[config.mk]
export PLATFORM = sky130hd
export DESIGN_NAME = kc_ls1u_mem_arbiter_flat
export DESIGN_NICKNAME = d
export VERILOG_FILES = /design/src/rtl/kc_ls1u_mem_arbiter_if.sv /design/src/rtl/kc_ls1u_mem_arbiter.sv /design/src/flat_wrapper.sv
export SDC_FILE = /design/constraint.sdc
export NUM_CORES = 1
export LEC_CHECK = 0
export CAP_MARGIN = 40
export CORE_MARGIN = 5
export CORE_UTILIZATION = 41
export CTS_CLUSTER_SIZE = 24
export DETAILED_ROUTE_END_ITERATION = 10
export GPL_TIMING_DRIVEN = 0
export PLACE_DENSITY = 0.81
export SYNTH_ARGS = -nofsm -noshare
export SYNTH_HDL_FRONTEND = slang
export SYNTH_SLANG_ARGS = --single-unit
[constraint.sdc]
create_clock -name clk -period 2 [get_ports clk]
set_input_delay 0.4 -clock clk [delete_from_list [all_inputs] [get_ports clk]]
set_output_delay 0.4 -clock clk [all_outputs]
set_load 0.1 [all_outputs]
[src/rtl/kc_ls1u_mem_arbiter_if.sv]
// kc_ls1u_mem_arbiter_if: one master's request/response channel into the shared-RAM arbiter
interface kc_ls1u_mem_arbiter_if #(
    parameter int AW = 24,
    parameter int DW = 8
);
    logic          req;
    logic          we;
    logic [AW-1:0] addr;
    logic [DW-1:0] wdata;
    logic [DW-1:0] rdata;
    logic          ack;
    modport master (output req, we, addr, wdata, input rdata, ack);
    modport slave  (input req, we, addr, wdata, output rdata, ack);
endinterface

[src/rtl/kc_ls1u_mem_arbiter.sv]
// kc_ls1u_mem_arbiter: serialises two masters onto one single-port synchronous RAM with read latency and ack
module kc_ls1u_mem_arbiter #(
    parameter int AW       = 24,
    parameter int DW       = 8,
    parameter int RD_LAT   = 2,
    parameter int ARB_MODE = 0
) (
    input  logic                 clk,
    input  logic                 rst,
    kc_ls1u_mem_arbiter_if.slave m0,
    kc_ls1u_mem_arbiter_if.slave m1,
    output logic                 m0_wait,
    output logic                 mem_cs,
    output logic                 mem_we,
    output logic [AW-1:0]        mem_addr,
    output logic [DW-1:0]        mem_wdata,
    input  logic [DW-1:0]        mem_rdata
);
    typedef enum logic [1:0] {IDLE, ISSUE, LAT, ACK} state_t;
    state_t        state_q, state_d;
    logic          gnt_q, gnt_d, last_q, last_d, pick1;
    logic [3:0]    cnt_q, cnt_d;
    logic          cs_q, cs_d, we_q, we_d;
    logic [AW-1:0] addr_q, addr_d;
    logic [DW-1:0] wdata_q, wdata_d, rd0_q, rd0_d, rd1_q, rd1_d;
    logic          ack0_q, ack0_d, ack1_q, ack1_d;
    always_comb begin
        // m1 wins only when alone, or in round-robin when m0 held the last grant
        pick1   = m1.req & (~m0.req | (ARB_MODE == 0 && !last_q));
        state_d = state_q;
        gnt_d   = gnt_q;
        last_d  = last_q;
        cnt_d   = cnt_q;
        cs_d    = 1'b0;
        we_d    = we_q;
        addr_d  = addr_q;
        wdata_d = wdata_q;
        ack0_d  = 1'b0;
        ack1_d  = 1'b0;
        rd0_d   = rd0_q;
        rd1_d   = rd1_q;
        case (state_q)
            IDLE: if (m0.req | m1.req) begin
                state_d = ISSUE;
                gnt_d   = pick1;
                last_d  = pick1;
                cs_d    = 1'b1;
                we_d    = pick1 ? m1.we : m0.we;
                addr_d  = pick1 ? m1.addr : m0.addr;
                wdata_d = pick1 ? m1.wdata : m0.wdata;
            end
            ISSUE: begin
                state_d = we_q ? ACK : LAT;
                cnt_d   = 4'(RD_LAT - 1);
                ack0_d  = we_q & ~gnt_q;
                ack1_d  = we_q & gnt_q;
            end
            LAT: if (cnt_q == 4'd0) begin
                state_d = ACK;
                ack0_d  = ~gnt_q;
                ack1_d  = gnt_q;
                rd0_d   = gnt_q ? rd0_q : mem_rdata;
                rd1_d   = gnt_q ? mem_rdata : rd1_q;
            end else begin
                cnt_d = cnt_q - 4'd1;
            end
            default: state_d = IDLE;
        endcase
    end
    always_ff @(posedge clk or negedge rst) begin
        if (!rst) begin
            state_q <= IDLE;
            gnt_q   <= 1'b0;
            last_q  <= 1'b1;
            cnt_q   <= '0;
            cs_q    <= 1'b0;
            we_q    <= 1'b0;
            addr_q  <= '0;
            wdata_q <= '0;
            ack0_q  <= 1'b0;
            ack1_q  <= 1'b0;
            rd0_q   <= '0;
            rd1_q   <= '0;
        end else begin
            state_q <= state_d;
            gnt_q   <= gnt_d;
            last_q  <= last_d;
            cnt_q   <= cnt_d;
            cs_q    <= cs_d;
            we_q    <= we_d;
            addr_q  <= addr_d;
            wdata_q <= wdata_d;
            ack0_q  <= ack0_d;
            ack1_q  <= ack1_d;
            rd0_q   <= rd0_d;
            rd1_q   <= rd1_d;
        end
    end
    assign mem_cs    = cs_q;
    assign mem_we    = we_q;
    assign mem_addr  = addr_q;
    assign mem_wdata = wdata_q;
    assign m0.ack    = ack0_q;
    assign m1.ack    = ack1_q;
    assign m0.rdata  = rd0_q;
    assign m1.rdata  = rd1_q;
    assign m0_wait   = m0.req & ~ack0_q;
endmodule

[src/flat_wrapper.sv]
// flat-port wrapper written by rule: the top's interface ports become plain ports
module kc_ls1u_mem_arbiter_flat 
#(
    parameter int AW       = 24,
    parameter int DW       = 8,
    parameter int RD_LAT   = 2,
    parameter int ARB_MODE = 0
)
  (clk, rst, m0_wait, mem_cs, mem_we, mem_addr, mem_wdata, mem_rdata, m0_req, m0_we, m0_addr, m0_wdata, m0_rdata, m0_ack, m1_req, m1_we, m1_addr, m1_wdata, m1_rdata, m1_ack);
  kc_ls1u_mem_arbiter_if #(.AW(AW), .DW(DW)) m0_i ();
  kc_ls1u_mem_arbiter_if #(.AW(AW), .DW(DW)) m1_i ();
  input  logic clk;
  input  logic rst;
  output logic m0_wait;
  output logic mem_cs;
  output logic mem_we;
  output logic [AW-1:0] mem_addr;
  output logic [DW-1:0] mem_wdata;
  input  logic [DW-1:0] mem_rdata;
  input wire logic [$bits(m0_i.req)-1:0] m0_req;
  input wire logic [$bits(m0_i.we)-1:0] m0_we;
  input wire logic [$bits(m0_i.addr)-1:0] m0_addr;
  input wire logic [$bits(m0_i.wdata)-1:0] m0_wdata;
  output wire logic [$bits(m0_i.rdata)-1:0] m0_rdata;
  output wire logic [$bits(m0_i.ack)-1:0] m0_ack;
  input wire logic [$bits(m1_i.req)-1:0] m1_req;
  input wire logic [$bits(m1_i.we)-1:0] m1_we;
  input wire logic [$bits(m1_i.addr)-1:0] m1_addr;
  input wire logic [$bits(m1_i.wdata)-1:0] m1_wdata;
  output wire logic [$bits(m1_i.rdata)-1:0] m1_rdata;
  output wire logic [$bits(m1_i.ack)-1:0] m1_ack;
  assign m0_i.req = m0_req;
  assign m0_i.we = m0_we;
  assign m0_i.addr = m0_addr;
  assign m0_i.wdata = m0_wdata;
  assign m0_rdata = m0_i.rdata;
  assign m0_ack = m0_i.ack;
  assign m1_i.req = m1_req;
  assign m1_i.we = m1_we;
  assign m1_i.addr = m1_addr;
  assign m1_i.wdata = m1_wdata;
  assign m1_rdata = m1_i.rdata;
  assign m1_ack = m1_i.ack;
  kc_ls1u_mem_arbiter #(.AW(AW), .DW(DW), .RD_LAT(RD_LAT), .ARB_MODE(ARB_MODE)) u_core (.clk(clk), .rst(rst), .m0(m0_i), .m1(m1_i), .m0_wait(m0_wait), .mem_cs(mem_cs), .mem_we(mem_we), .mem_addr(mem_addr), .mem_wdata(mem_wdata), .mem_rdata(mem_rdata));
endmodule
==> results of run 1 <==
[placed cells by master (no fill, tap or decap), types with 2 or more instances in the layout]
| cell type | n |
|---|---|
| ha_1 | 6 |
| clkinvlp_4 | 3 |
| buf_8 | 37 |
| o31ai_1 | 2 |
| buf_12 | 2 |
| clkbuf_1 | 3 |
| mux2_2 | 18 |
| nand2_1 | 35 |
| inv_1 | 7 |
| buf_2 | 4 |
| bufinv_16 | 2 |
| mux2i_1 | 33 |
| clkbuf_8 | 10 |
| o21ai_1 | 7 |
| clkdlybuf4s50_1 | 128 |
| o21ai_0 | 30 |
| a21oi_1 | 2 |
| buf_6 | 3 |
| nand3_1 | 2 |
| o2bb2ai_1 | 2 |
| nor2_1 | 4 |
| buf_16 | 15 |
| dfrtp_1 | 59 |
[layer usage]
metal / vias to the layer above / global-route usage, % / part of all wire [%]
met3: 20 / 7.12 / 7.8
met5: - / 0 / 0
met1: 1233 / 24.2 / 36
met4: 0 / 9.16 / 2.1
li1: 1205 / - / -
met2: 110 / 40.8 / 54
[per-stage QoR]
stage	setup TNS, ns	setup slack, ns	hold WS [ns]	area (sq um)	std cells
detailed placement	-1.04	-0.257	0.438	5140	495
global route	0	0.0108	0.0948	5360	510
CTS	0	0.0753	0.0679	5360	510
global placement	-83.12	-1.38	0.461	4140	441
finish	0	0.0905	0.0656	5360	510
floorplan	0	0.205	0.104	2750	234
[state kept, by name (all words and copies together), names as in the netlist]
name	count
u_core.cnt_q	4
u_core.m1.rdata	8
u_core.mem_cs	1
u_core.mem_wdata	8
u_core.m0.ack	1
u_core.last_q	1
u_core.state_q	2
u_core.mem_we	1
u_core.mem_addr	24
u_core.m1.ack	1
u_core.m0.rdata	8
u_core.gnt_q	1
[final timing paths]
kind | start | slack, ns | cells after the start | to
max in group asynchronous | rst | 1.26 | 2 | u_core.last_q$_DFFE_PN1P_
max | u_core.mem_we$_DFFE_PN0P_ | 0.09 | 2 | mem_we
min reg2reg | u_core.mem_wdata[3]$_DFFE_PN0P_ | 0.48 | 2 | u_core.mem_wdata[3]$_DFFE_PN0P_
min | rst | 0.07 | 1 | u_core.mem_addr[2]$_DFFE_PN0P_
max reg2reg | u_core.state_q[0]$_DFFE_PN0P_ | 0.16 | 5 | u_core.m0.rdata[7]$_DFFE_PN0P_
min in group clk | u_core.mem_wdata[3]$_DFFE_PN0P_ | 0.48 | 2 | u_core.mem_wdata[3]$_DFFE_PN0P_
[kinds of logic after synthesis]
| logic type | Yosys count | share of synthesized area, % |
|---|---|---|
| mux | 51 | 19.5 |
| compound gates | 48 | 9.83 |
| buf+inv | 18 | 3.61 |
| simple gates | 51 | 9.46 |
| flops | 60 | 54.9 |
| fa+ha+maj | 6 | 2.74 |
[cells in the mapped netlist (2+ instances only)]
cell,count
dfrtp_1,59
nor2_1,4
nor2b_1,2
o2bb2ai_1,2
o21ai_0,30
nand3_1,2
mux2i_1,33
o31ai_1,2
inv_1,7
nand2_1,35
clkbuf_1,3
o21ai_1,7
a21oi_1,2
ha_1,6
mux2_2,18
buf_6,3
buf_2,4
[cell type report]
class	count	share of cell area, %
repair buffers	183	42.8
flip-flops and latches	60	28.0
multi-input cells	156	21.3
clock buffers	10	2.57
well taps	77	1.80
clock inverters	6	1.63
plain buffers	11	1.40
inverters	7	0.490
==> results.py, run 1 <==
metrics = {
    "finish": {
        "multi_input_area_sq_mm": 0.00114,
        "n_antenna_cell": 0,
        "area_growth_pct": 95.9,
        "drive_gt1_share_pct": 24.0,
        "post-route-util_pct": 83.5,
        "nFillCells": 338,
        "seq_area_sq_mm": 0.00150,
        "nets": 512,
    },
    "logic_synthesis": {
        "yosysTopAreaCellShare_pct": 53.9,
        "synth_edf_count": 0,
        "syn_inst": 234,
        "yosysSeqAreaShare_pct": 54.9,
        "syn-cell-area_sq_mm": 0.00274,
        "ys_ff_latch": 60,
        "synthArstFlopShare_pct": 100,
        "syn_nets": 318,
        "ys_warn_count": 0,
        "yosys-top-cells-area": "dfrtp_1, mux2i_1, mux2_2, o21ai_0, nand2_1",
        "avgSynthCellArea_sq_um": 11.7,
        "synth.distinct_cells": 32,
        "yosysTopAreaCell": "dfrtp_1",
        "synth_ff_type": "dfrtp_1",
    },
    "critical_path": {
        "cp_slowest_stage_delay_ns": 0.54,
        "cp_data_arrival_time_ns": 1.51,
        "critPathSlowestCell": "clkdlybuf4s50_1",
        "startpoint_type": "flip-flop",
        "worstSetupPathType": "reg2out",
        "cp.required_ns": 1.60,
        "cp_top_family": "buffers and inverters",
        "path_buf_inv": 2,
        "cp_max_fo": 4,
        "crit_chain": "clkdlybuf4s50_1 > buf_8",
        "crit_path_end_kind": "output port",
    },
    "timing": {
        "worst_slew_pin_slew_ns": 0.605,
        "slew_viol_final": 0,
        "hold_viol": 0,
        "slew_headroom_pct": 59.7,
        "max_freq_ghz": 0.524,
        "fin_skew_ns": 0.00582,
        "setup_violations": 0,
        "post-route-min-period_ns": 1.91,
        "finalCritPeriodShare_pct": 95.5,
        "grt_setup_unrepaired": "false",
    },
    "global_routing": {
        "antenna_found_initial": 0,
        "groute.usage.overall_pct": 22.5,
        "grt_first_pass_wirelength_mm": 14.8,
        "grt_overflow": 0,
        "grt_max_degree": 37,
        "first_global_vias": 2918,
    },
    "route": {
        "drc": 0,
        "wl_mm": 9.19,
        "via_count": 2568,
        "drtIter0Drc": 99,
        "vias_per_cell": 5.04,
        "ant_nets": 0,
        "wl_per_cell_um": 18.0,
        "drt-pass1-iter-count": 4,
    },
    "clock_network": {
        "numCtsBuffers": 9,
        "root_buffer": "clkbuf_8",
        "clock_latency_ns": 0.34,
        "cts_buffer_depth": 2,
        "cts_sinks": 60,
        "cts_tree": "built",
        "postCtsSetupRepairBufs": 0,
        "hold_buffers": 0,
        "h-tree-depth": 3,
        "post_cts_resized": 1,
        "path_clk_slew_ns": 0.07,
    },
    "die": {
        "core-area_sq_mm": 0.00642,
        "ioPinCount": 131,
        "start_util_pct": 42.6,
        "die_area_sq_mm": 0.00841,
        "die_h_um": 91.7,
        "die_w_um": 91.7,
        "rows": 29,
    },
    "placement": {
        "post-dp-hpwl_mm": 7.24,
        "port_buffers": 130,
        "place_congestion": 0.775,
    },
    "min_path": {
        "hold_class": "in2async",
    },
    "status": {
        "status": "completed",
    },
    "job": {
        "max-cap-violations": 0,
    },
}
Power of run 1 is left out: the tool's default activity adds up to more than one toggle a clock period on the data nets, which glitch-free logic cannot reach.
==> run 2, diff against run 1 <==
--- a/config.mk
+++ b/config.mk
@@ -5,7 +5,7 @@
 export SDC_FILE = /design/constraint.sdc
 export NUM_CORES = 1
 export LEC_CHECK = 0
-export CAP_MARGIN = 40
+export CAP_MARGIN = 20
 export CORE_MARGIN = 5
 export CORE_UTILIZATION = 41
 export CTS_CLUSTER_SIZE = 24
==> run 2 against run 1 <==
Maximum frequency down 2.7%. Clock-buffer cell count up 2. Flip-flop and latch count unchanged. Non-clock buffer count down 52. Highest routed layer unchanged.
==> results.py, run 2 (synthesized netlist as in run 1, its figures left out) <==
metrics = {
    "status": {
        "status": "completed",
    },
    "critical_path": {
        "cp.required_ns": 1.60,
        "path_buf_inv": 1,
        "cp_data_arrival_time_ns": 1.56,
        "worstSetupPathType": "reg2out",
        "critPathSlowestCell": "dlygate4sd2_1",
        "startpoint_type": "flip-flop",
        "cp_slowest_stage_delay_ns": 0.88,
        "crit_chain": "dlygate4sd2_1",
        "crit_path_end_kind": "output port",
        "cp_top_family": "buffers and inverters",
        "cp_max_fo": 2,
    },
    "timing": {
        "finalCritPeriodShare_pct": 98.1,
        "slew_viol_final": 0,
        "fin_skew_ns": 0.00834,
        "hold_viol": 0,
        "grt_setup_unrepaired": "false",
        "worst_slew_pin_slew_ns": 0.991,
        "slew_headroom_pct": 34.2,
        "max_freq_ghz": 0.510,
        "holdWs_ns": 0.0702,
        "setup_violations": 0,
        "post-route-min-period_ns": 1.96,
    },
    "clock_network": {
        "cts_buffer_depth": 2,
        "root_buffer": "clkbuf_8",
        "path_clk_slew_ns": 0.07,
        "h-tree-depth": 3,
        "numCtsBuffers": 9,
        "cts_tree": "built",
        "clock_latency_ns": 0.33,
        "cts_sinks": 60,
        "postCtsSetupRepairBufs": 0,
    },
    "finish": {
        "final_cell_mix": "clkdlybuf4s50_1, dfrtp_1, dlygate4sd2_1, nand2_1, mux2i_1",
        "nFillCells": 520,
        "largest_reg_flops": 24,
        "area_growth_pct": 58.1,
        "layout_commonest_cell": "clkdlybuf4s50_1",
        "fin_area_sq_mm": 0.00433,
        "drive_gt1_share_pct": 14.2,
        "post-route-util_pct": 67.4,
        "n_antenna_cell": 0,
        "nets": 460,
    },
    "route": {
        "ant_nets": 0,
        "drt-pass1-iter-count": 4,
        "wl_mm": 7.46,
        "wl_per_cell_um": 16.3,
        "drc": 0,
        "via_count": 2263,
        "drtIter0Drc": 47,
        "vias_per_cell": 4.94,
    },
    "job": {
        "max-cap-violations": 0,
    },
    "global_routing": {
        "groute.usage.overall_pct": 18.1,
        "grt_max_degree": 37,
        "antenna_found_initial": 0,
        "grt_first_pass_wirelength_mm": 12.2,
        "top_usage_layer": "met2",
        "first_global_vias": 2434,
        "grt_util_met3_pct": 7.04,
        "grtUsageMet2_pct": 30.2,
        "gr-usage-met1_pct": 21.6,
        "grt_overflow": 0,
    },
    "placement": {
        "place_congestion": 0.775,
        "post_dp_cell_area_sq_mm": 0.00416,
        "post-dp-hpwl_mm": 5.78,
        "port_buffers": 130,
    },
    "die": {
        "ioPinCount": 131,
        "core-area_sq_mm": 0.00642,
        "start_util_pct": 42.6,
        "die_h_um": 91.7,
        "die_w_um": 91.7,
        "die_area_sq_mm": 0.00841,
        "rows": 29,
    },
    "min_path": {
        "hold_class": "in2async",
    },
}
run 2: routing by layer:
| layer | share of wire [%] | up-vias |
|---|---|---|
| met4 | 0.76 | 0 |
| met2 | 49 | 84 |
| li1 | - | 1096 |
| met3 | 9.5 | 6 |
| met1 | 40 | 1077 |
| met5 | 0 | - |
run 2: final cells by class:
class / count / area, sq um / share of cell area, %
buffer: 11 / 72.6 / 1.68
clock inverter: 4 / 70.1 / 1.62
inverter: 7 / 26.3 / 0.607
timing repair buffer: 131 / 1250 / 28.9
sequential: 60 / 1500 / 34.7
tap: 77 / 96.3 / 2.23
clock buffer: 12 / 165 / 3.82
multi-input combinational: 156 / 1140 / 26.4
run 2: metrics by stage:
step	setup TNS, ns	worst slack, ns	instances
2_1_floorplan	0	0.205	234
3_3_place_gp	-83.12	-1.38	441
3_5_place_dp	-1.52	-0.638	442
4_1_cts	0	0.0190	458
5_1_grt	0	0.000289	458
6_report	0	0.0380	458
run 2: worst paths after layout:
check                                          startpoint                             end  cells after the start  slack, ns
min reg2reg                u_core.mem_addr[6]$_DFFE_PN0P_  u_core.mem_addr[6]$_DFFE_PN0P_                      2       0.48
max reg2reg                 u_core.state_q[0]$_DFFE_PN0P_  u_core.m0.rdata[7]$_DFFE_PN0P_                      5       0.21
min in group clk           u_core.mem_addr[6]$_DFFE_PN0P_  u_core.mem_addr[6]$_DFFE_PN0P_                      2       0.48
max                        u_core.m1.rdata[1]$_DFFE_PN0P_                     m1_rdata[1]                      1       0.04
max in group asynchronous                             rst       u_core.last_q$_DFFE_PN1P_                      2       1.27
min                                                   rst  u_core.m1.rdata[0]$_DFFE_PN0P_                      1       0.07
run 2: repair_timing:
item,in CTS,in global routing
gates resized for setup,60,7
hold buffers,0,0
endpoints found under the setup margin,53,7
Power of run 2 is left out for the same reason.
==> run 3, diff against run 2 <==
--- a/config.mk
+++ b/config.mk
@@ -12,6 +12,7 @@
 export DETAILED_ROUTE_END_ITERATION = 10
 export GPL_TIMING_DRIVEN = 0
 export PLACE_DENSITY = 0.81
+export REMOVE_ABC_BUFFERS = 1
 export SYNTH_ARGS = -nofsm -noshare
 export SYNTH_HDL_FRONTEND = slang
 export SYNTH_SLANG_ARGS = --single-unit
==> run 3 against run 2 <==
Cell count fell by 1.7%. Clock skew fell by 0.0022 ns. Register-to-register slack barely moved. Clock-buffer cell count fell by 3. Via count fell by 4.6%. Sequential share of layout area rose by 0.080 points. Critical path depth did not move. Non-clock buffer count fell by 8. Global-route usage fell by 2.3 points. Critical endpoint is now mem_wdata[2].
==> results.py, run 3 (synthesized netlist as in run 1, its figures left out) <==
metrics = {
    "clock_network": {
        "cts_tree": "built",
        "h-tree-depth": 3,
        "clock_latency_ns": 0.33,
        "hold_buffers": 0,
        "cts_buffer_depth": 2,
        "cts_sinks": 60,
        "numCtsBuffers": 9,
        "path_clk_slew_ns": 0.07,
        "root_buffer": "clkbuf_8",
    },
    "finish": {
        "final_cell_mix": "clkdlybuf4s50_1, dfrtp_1, nand2_1, dlygate4sd2_1, mux2i_1",
        "n_antenna_cell": 0,
        "layout_commonest_cell": "clkdlybuf4s50_1",
        "nets": 452,
        "drive_gt1_share_pct": 13.1,
        "area_growth_pct": 57.8,
        "largest_reg_flops": 24,
        "fin_cells": 450,
    },
    "min_path": {
        "hold_class": "in2async",
    },
    "route": {
        "via_count": 2159,
        "wl_per_cell_um": 14.5,
        "vias_per_cell": 4.80,
        "drt-pass1-iter-count": 3,
        "drc": 0,
        "ant_nets": 0,
        "wl_mm": 6.53,
        "drtIter0Drc": 31,
    },
    "timing": {
        "fin_tns_setup_ns": 0,
        "grt_setup_unrepaired": "false",
        "hold_viol": 0,
        "fin_ws_ns": 0.0541,
        "worst_slew_pin_slew_ns": 1.01,
        "slew_viol_final": 0,
        "max_freq_ghz": 0.514,
        "setup_violations": 0,
        "slew_headroom_pct": 32.8,
        "post-route-min-period_ns": 1.95,
        "fin_skew_ns": 0.00611,
        "holdWs_ns": 0.0536,
        "finalCritPeriodShare_pct": 97.3,
    },
    "critical_path": {
        "critPathSlowestCell": "dlygate4sd2_1",
        "crit_chain": "dlygate4sd2_1",
        "worstSetupPathType": "reg2out",
        "path_buf_inv": 1,
        "cp_data_arrival_time_ns": 1.55,
        "cp_max_fo": 2,
        "cp_top_family": "buffers and inverters",
        "startpoint_type": "flip-flop",
        "cp.required_ns": 1.60,
        "crit_path_end_kind": "output port",
        "cp_slowest_stage_delay_ns": 0.87,
    },
    "job": {
        "max-cap-violations": 0,
    },
    "die": {
        "die_w_um": 91.7,
        "rows": 29,
        "ioPinCount": 131,
        "die_area_sq_mm": 0.00841,
        "die_h_um": 91.7,
        "core-area_sq_mm": 0.00642,
        "start_util_pct": 42.6,
    },
    "global_routing": {
        "grt_max_degree": 39,
        "groute.usage.overall_pct": 15.8,
        "grt_overflow": 0,
        "antenna_found_initial": 0,
        "grt_first_pass_wirelength_mm": 10.5,
        "first_global_vias": 2237,
    },
    "status": {
        "status": "completed",
    },
    "placement": {
        "port_buffers": 130,
        "dp_slack_ns": -0.777,
        "placed_cells": 433,
        "place_congestion": 0.732,
        "post-dp-hpwl_mm": 5.29,
    },
}
==> run 3: through the flow <==
step / area, sq um / utilization (%)
2_1_floorplan: 2670 / -
3_3_place_gp: 4060 / 63.3
5_1_grt: 4320 / 67.3
3_5_place_dp: 4150 / 64.6
6_report: 4320 / 67.3
4_1_cts: 4300 / 66.9
==> run 3: what timing repair did <==
item,CTS,global route
setup endpoints to repair,53,30
hold endpoints to repair,0,0
setup buffers,0,1
pin swaps,0,1
resized for setup,59,17
==> run 3: worst paths after layout <==
| check | end | start | slack [ns] | depth (start not counted) |
|---|---|---|---|---|
| min reg2reg | u_core.mem_wdata[4]$_DFFE_PN0P_ | u_core.mem_wdata[4]$_DFFE_PN0P_ | 0.47 | 2 |
| min in group clk | u_core.mem_wdata[4]$_DFFE_PN0P_ | u_core.mem_wdata[4]$_DFFE_PN0P_ | 0.47 | 2 |
| max in group asynchronous | u_core.mem_addr[13]$_DFFE_PN0P_ | rst | 1.38 | 2 |
| min | u_core.cnt_q[0]$_DFFE_PN0P_ | rst | 0.05 | 1 |
| max | mem_wdata[2] | u_core.mem_wdata[2]$_DFFE_PN0P_ | 0.05 | 1 |
| max reg2reg | u_core.state_q[1]$_DFFE_PN0P_ | u_core.cnt_q[0]$_DFFE_PN0P_ | 0.20 | 5 |
==> run 3: area by class of cell <==
cell class	instances	area [sq um]
Clock buffer	9	124
Clock inverter	7	91.3
Fill cell	540	2100
Inverter	7	26.3
Multi-Input combinational cell	156	1160
Sequential cell	60	1500
Tap cell	77	96.3
Timing Repair Buffer	134	1320
==> run 3: per-layer routing <==
layer	up-vias	global-route usage (%)	routed length, um
met2	83	27.1	3240
met5	-	0	0
li1	1093	-	-
met3	10	5.48	595
met4	0	7.43	106
met1	973	17.5	2590
Power of run 3 is left out for the same reason.
